$ cat src/rtl/freq_pkg.sv
// Shared constants, digit type and saturation helper for the frequency meter.
package freq_pkg;
  localparam int BCD_W          = 4;
  localparam int DIGITS_DEFAULT = 4;
  localparam int MAX_DIGITS     = 32;
  localparam logic [BCD_W-1:0] BCD_MAX = 4'd9;

  typedef logic [BCD_W-1:0] bcd_t;

  // True when the low ndig digits of cnt are all 9 (count at top of range).
  function automatic logic all_nines(input logic [BCD_W*MAX_DIGITS-1:0] cnt,
                                     input int ndig);
    logic r;
    r = 1'b1;
    for (int i = 0; i < MAX_DIGITS; i++)
      if (i < ndig && cnt[i*BCD_W +: BCD_W] != BCD_MAX) r = 1'b0;
    return r;
  endfunction
endpackage

$ cat src/rtl/bcd_digit.sv
// One decade of the BCD counter: wraps 9->0, freezes while saturated.
module bcd_digit
  import freq_pkg::*;
(
  input  logic clk,
  input  logic reset,
  input  logic clr_n,
  input  logic inc_in,
  input  logic sat,
  output bcd_t q,
  output logic carry_out
);

  // Ripple increment request to the next decade when this one rolls over.
  assign carry_out = inc_in & (q == BCD_MAX);

  // Clear has priority; saturation blocks the all-nines -> all-zeros wrap.
  always_ff @(posedge clk or negedge reset) begin
    if (!reset)                q <= '0;
    else if (!clr_n)           q <= '0;
    else if (inc_in && !sat)   q <= (q == BCD_MAX) ? '0 : q + 4'd1;
  end

  // Values 10-15 can never be reached; seeing one means broken logic.
  always_ff @(posedge clk) begin
    if (reset) assert (q <= BCD_MAX);
  end

endmodule

$ cat src/rtl/freq_counter_latch.sv
// Gate-window BCD edge counter with display latch and sticky overflow.
module freq_counter_latch
  import freq_pkg::*;
#(
  parameter int DIGITS      = DIGITS_DEFAULT,
  parameter int SYNC_STAGES = 2
) (
  input  logic                  clk,
  input  logic                  reset,
  input  logic                  sig_in,
  input  logic                  clr_n,
  input  logic                  enable,
  input  logic                  latch,
  output logic [BCD_W*DIGITS-1:0] freq_bcd,
  output logic                  ovf,
  output logic                  valid
);

  localparam int W = BCD_W*DIGITS;

  logic [SYNC_STAGES-1:0]        sync_q;
  logic                          s_prev;
  logic                          edge_det;
  logic [DIGITS-1:0][BCD_W-1:0]  count;
  logic [DIGITS:0]               inc;
  logic                          sat;
  logic                          ovf_int;
  logic                          latch_d;
  logic                          latch_rise;

  // Synchroniser chain for the asynchronous input plus one history flop.
  always_ff @(posedge clk or negedge reset) begin
    if (!reset) begin
      sync_q <= '0;
      s_prev <= 1'b0;
    end else begin
      sync_q <= {sync_q[SYNC_STAGES-2:0], sig_in};
      s_prev <= sync_q[SYNC_STAGES-1];
    end
  end

  assign edge_det = sync_q[SYNC_STAGES-1] & ~s_prev;
  assign inc[0]   = enable & edge_det;
  assign sat      = all_nines({{(BCD_W*MAX_DIGITS-W){1'b0}}, count}, DIGITS);

  genvar g;
  generate
    for (g = 0; g < DIGITS; g++) begin : g_dig
      bcd_digit u_dig (
        .clk       (clk),
        .reset     (reset),
        .clr_n     (clr_n),
        .inc_in    (inc[g]),
        .sat       (sat),
        .q         (count[g]),
        .carry_out (inc[g+1])
      );
    end
  endgenerate

  // Carry out of the top decade means an increment past all nines.
  always_ff @(posedge clk or negedge reset) begin
    if (!reset)         ovf_int <= 1'b0;
    else if (!clr_n)    ovf_int <= 1'b0;
    else if (inc[DIGITS]) ovf_int <= 1'b1;
  end

  // Latch history resets high so the FSM's idle-high latch is not a rise.
  always_ff @(posedge clk or negedge reset) begin
    if (!reset) latch_d <= 1'b1;
    else        latch_d <= latch;
  end

  assign latch_rise = latch & ~latch_d;

  // Display register: capture pre-update count on a latch rise.
  always_ff @(posedge clk or negedge reset) begin
    if (!reset) begin
      freq_bcd <= '0;
      ovf      <= 1'b0;
      valid    <= 1'b0;
    end else begin
      valid <= latch_rise;
      if (latch_rise) begin
        freq_bcd <= count;
        ovf      <= ovf_int;
      end
    end
  end

endmodule

$ cat config.mk
export PLATFORM = sky130hd
export DESIGN_NAME = freq_counter_latch
export DESIGN_NICKNAME = d
export VERILOG_FILES = /design/src/rtl/freq_pkg.sv /design/src/rtl/bcd_digit.sv /design/src/rtl/freq_counter_latch.sv
export SDC_FILE = /design/constraint.sdc
export NUM_CORES = 1
export LEC_CHECK = 0
export CAP_MARGIN = 40
export CORE_AREA = 8 8 71 73
export CTS_CLUSTER_SIZE = 16
export DETAILED_ROUTE_END_ITERATION = 7
export DIE_AREA = 0 0 79 81
export PLACE_DENSITY = 0.71
export SLEW_MARGIN = 40
export SYNTH_ARGS = -nofsm -noshare
export SYNTH_HDL_FRONTEND = slang
export SYNTH_SLANG_ARGS = --single-unit
$ cat constraint.sdc
create_clock -name clk -period 1.84 [get_ports clk]
set_input_delay 0.184 -clock clk [delete_from_list [all_inputs] [get_ports clk]]
set_output_delay 0.184 -clock clk [all_outputs]
set_load 0.02 [all_outputs]
==> flow_summary.json <==
{
  "leakage_nw": 1.13,
  "synth_ff_type": "dfrtp_1",
  "synth_top_family_by_area": "simple AND/OR/NAND/NOR gates",
  "report.final.setup_viol": 0,
  "avgSynthCellArea_um2": 11.6,
  "grtUsageTotal_pct": 12.5,
  "num_io_pins": 24,
  "fin_crit_ps": 1810,
  "cts_buffer_depth": 2,
  "slew_violations": 0,
  "drive_gt1_share_pct": 28.0,
  "yosysUniqueCellTypes": 34,
  "cts_tree": "yes",
  "tightest_slew_ps": 480,
  "syn-num-nets": 170,
  "synth_xor_area_share_pct": 0,
  "die_h_um": 81,
  "fmax_ghz": 0.554,
  "arrival_ps": 2030,
  "synth_compound_area_share_pct": 10.3,
  "cap_violations": 0,
  "vias_per_cell": 5.23,
  "synthMuxAreaShare_pct": 9.16,
  "yosys.area.top_type_share_pct": 52.7,
  "p_comb_share_pct": 5.1,
  "critPathRequiredTime_ps": 2060,
  "p_switching_w": 0.000344,
  "clk_latency_ps": 290,
  "port_buffers": 23,
  "synth_most_common_cell": "dfrtp_1",
  "powerDensity_mw_per_mm2": 713,
  "synth-adder-area-share_pct": 5.55,
  "cp-start-kind": "register",
  "synth-edff-count": 0,
  "routed_wl_um": 3620,
  "power_w": 0.00169,
  "hold_path.class": "in2reg",
  "nets": 213,
  "overflow": 0,
  "antenna_found_initial": 0,
  "rows": 23,
  "area_delta_synth_final_pct": 31.0,
  "pwr-share-seq_pct": 51.7,
  "ys_ff_latch": 39,
  "initial_utilization_pct": 46.1,
  "yosysWarnings": 0,
  "htreeDepth": 2,
  "root_buffer": "clkbuf_8",
  "ys_seq_area_share_pct": 54.2,
  "synth_top_area_cell": "dfrtp_1",
  "crit_type": "reg2reg",
  "sw_frac_of_total_pct": 20.4,
  "power.share.clock_pct": 43.1,
  "cts_inserted_buffers": 5,
  "crit_path_end_kind": "register",
  "cts.clk_slew.worst_paths_ps": 70,
  "status": "complete, no violations",
  "grt_start_max_net_pins": 40,
  "wl_per_cell_um": 14.5,
  "synth.area.top_cells": "dfrtp_1, mux2_2, ha_1, o21ai_0, nand3b_4",
  "synth_area_mm2": 0.00180,
  "postSynthCellCount": 156,
  "dpl.hpwl_um": 2620,
  "drc": 0,
  "irDropWorstVdd_uv": 552,
  "core_mm2": 0.00391,
  "cp_max_fo": 6,
  "die_w_um": 79,
  "grt_pass1_vias": 1427,
  "hold_viol": 0,
  "slew_headroom_pct": 67.6,
  "internal_power_w": 0.00134,
  "drtIter0Drc": 60,
  "setup-tns-final_ps": 0,
  "clock-sinks": 39,
  "die-area_mm2": 0.00640,
  "yosys.area_share.simple_pct": 17.4,
  "synth_common_cells": "dfrtp_1, o21ai_0, mux2_2, a21oi_1, nand2_1",
  "grt_pass1_wl_um": 6260,
  "finalClockSkew_ps": 6.29,
  "insertedDiodeCount": 0,
  "ant_nets": 0,
  "synth-async-reset-ratio_pct": 100,
  "min_period_over_period_pct": 98.1,
  "first_pass_iters": 4,
  "gp_congestion": 0.754,
  "vias": 1307
}
[logic make-up after synthesis]
kind of cell | after synthesis
and+or+nand+nor | 49
DFF | 39
AOI/OAI and AO/OA | 31
muxes | 15
adders and majority gates | 8
buffers and inverters | 14
[power by group through the flow]
stage	logic, W	clock network [W]	registers (W)
floorplan	0.0000304	0	0.000892
global placement	0.0000820	0	0.000887
detailed placement	0.0000842	0	0.000888
CTS	0.0000845	0.000748	0.000871
global route	0.0000955	0.000785	0.000872
finish	0.0000864	0.000727	0.000872
[per-stage QoR]
stage	cells	setup slack (ps)	instance area (µm²)	util [%]	hold WS (ps)
4_1_cts	249	0.866	2320	59.4	15.1
3_3_place_gp	239	-82.2	2180	55.7	326
3_5_place_dp	239	-144	2180	55.7	340
6_report	250	34.9	2360	60.4	332
2_1_floorplan	156	24.7	1810	-	-112
5_1_grt	250	-59.7	2360	60.4	323
[path summary, 6_finish.rpt]
check	depth (start not counted)	slack (ps)	startpoint	to
setup reg to reg	6	30	g_dig[1].u_dig.q[1]	g_dig[3].u_dig.q[3]
hold reg to reg	0	360	sync_q[0]	sync_q[1]
min in group asynchronous	2	390	reset	ovf
hold / removal	1	330	sig_in	sync_q[0]
max in group asynchronous	2	1100	reset	latch_d
setup / recovery	6	30	g_dig[1].u_dig.q[1]	g_dig[3].u_dig.q[3]
[cell usage in the layout (no fill, tap or decap), drive strengths merged, types with 3 or more instances in the layout]
cell and instances:
dfrtp 38, clkdlybuf4s50 22, buf 18, o21ai 13, mux2 12, nand2 10
a21oi 10, inv 9, ha 8, nor2 7, nand3 6, clkbuf 6
or3 6, nand3b 5, nor3 4, nand2b 3, mux2i 3, and3b 3
[flip-flops by register name (all words and copies together) (netlist names)]
| name | cells |
|---|---|
| g_dig.u_dig.q | 16 |
| sync_q | 2 |
| freq_bcd | 16 |
| valid | 1 |
| latch_d | 1 |
| ovf | 1 |
| ovf_int | 1 |
| s_prev | 1 |
[worst max-delay path: stages (launching register included)]
cell and delay, ps:
dfrtp_1 400, inv_2 80, ha_4 140, nand3b_4 80
or4_4 550, or3_1 360, a21oi_2 130
[routing by layer]
| layer | GRT usage [%] | vias to the layer above | routed length (µm) |
|---|---|---|---|
| met1 | 13.2 | 640 | 1540 |
| met5 | 0 | - | 0 |
| li1 | - | 634 | - |
| met3 | 4.75 | 10 | 225 |
| met2 | 20.7 | 23 | 1760 |
| met4 | 7.59 | 0 | 96 |
[layout make-up]
type	count	area (µm²)
fillers	335	1550
flip-flops and latches	39	977
multi-input cells	103	806
repair buffers	41	365
clock buffers	6	82.6
well taps	50	62.6
clock inverters	2	35.0
inverters	9	33.8
[timing repair]
action,CTS,global route
setup buffers,2,0
pin swaps,3,1
gates resized for setup,3,4
hold buffers,0,1
endpoints found under the setup margin,1,7
endpoints found under the hold margin,0,38
Note: power is estimated with default switching activity, not from simulation.
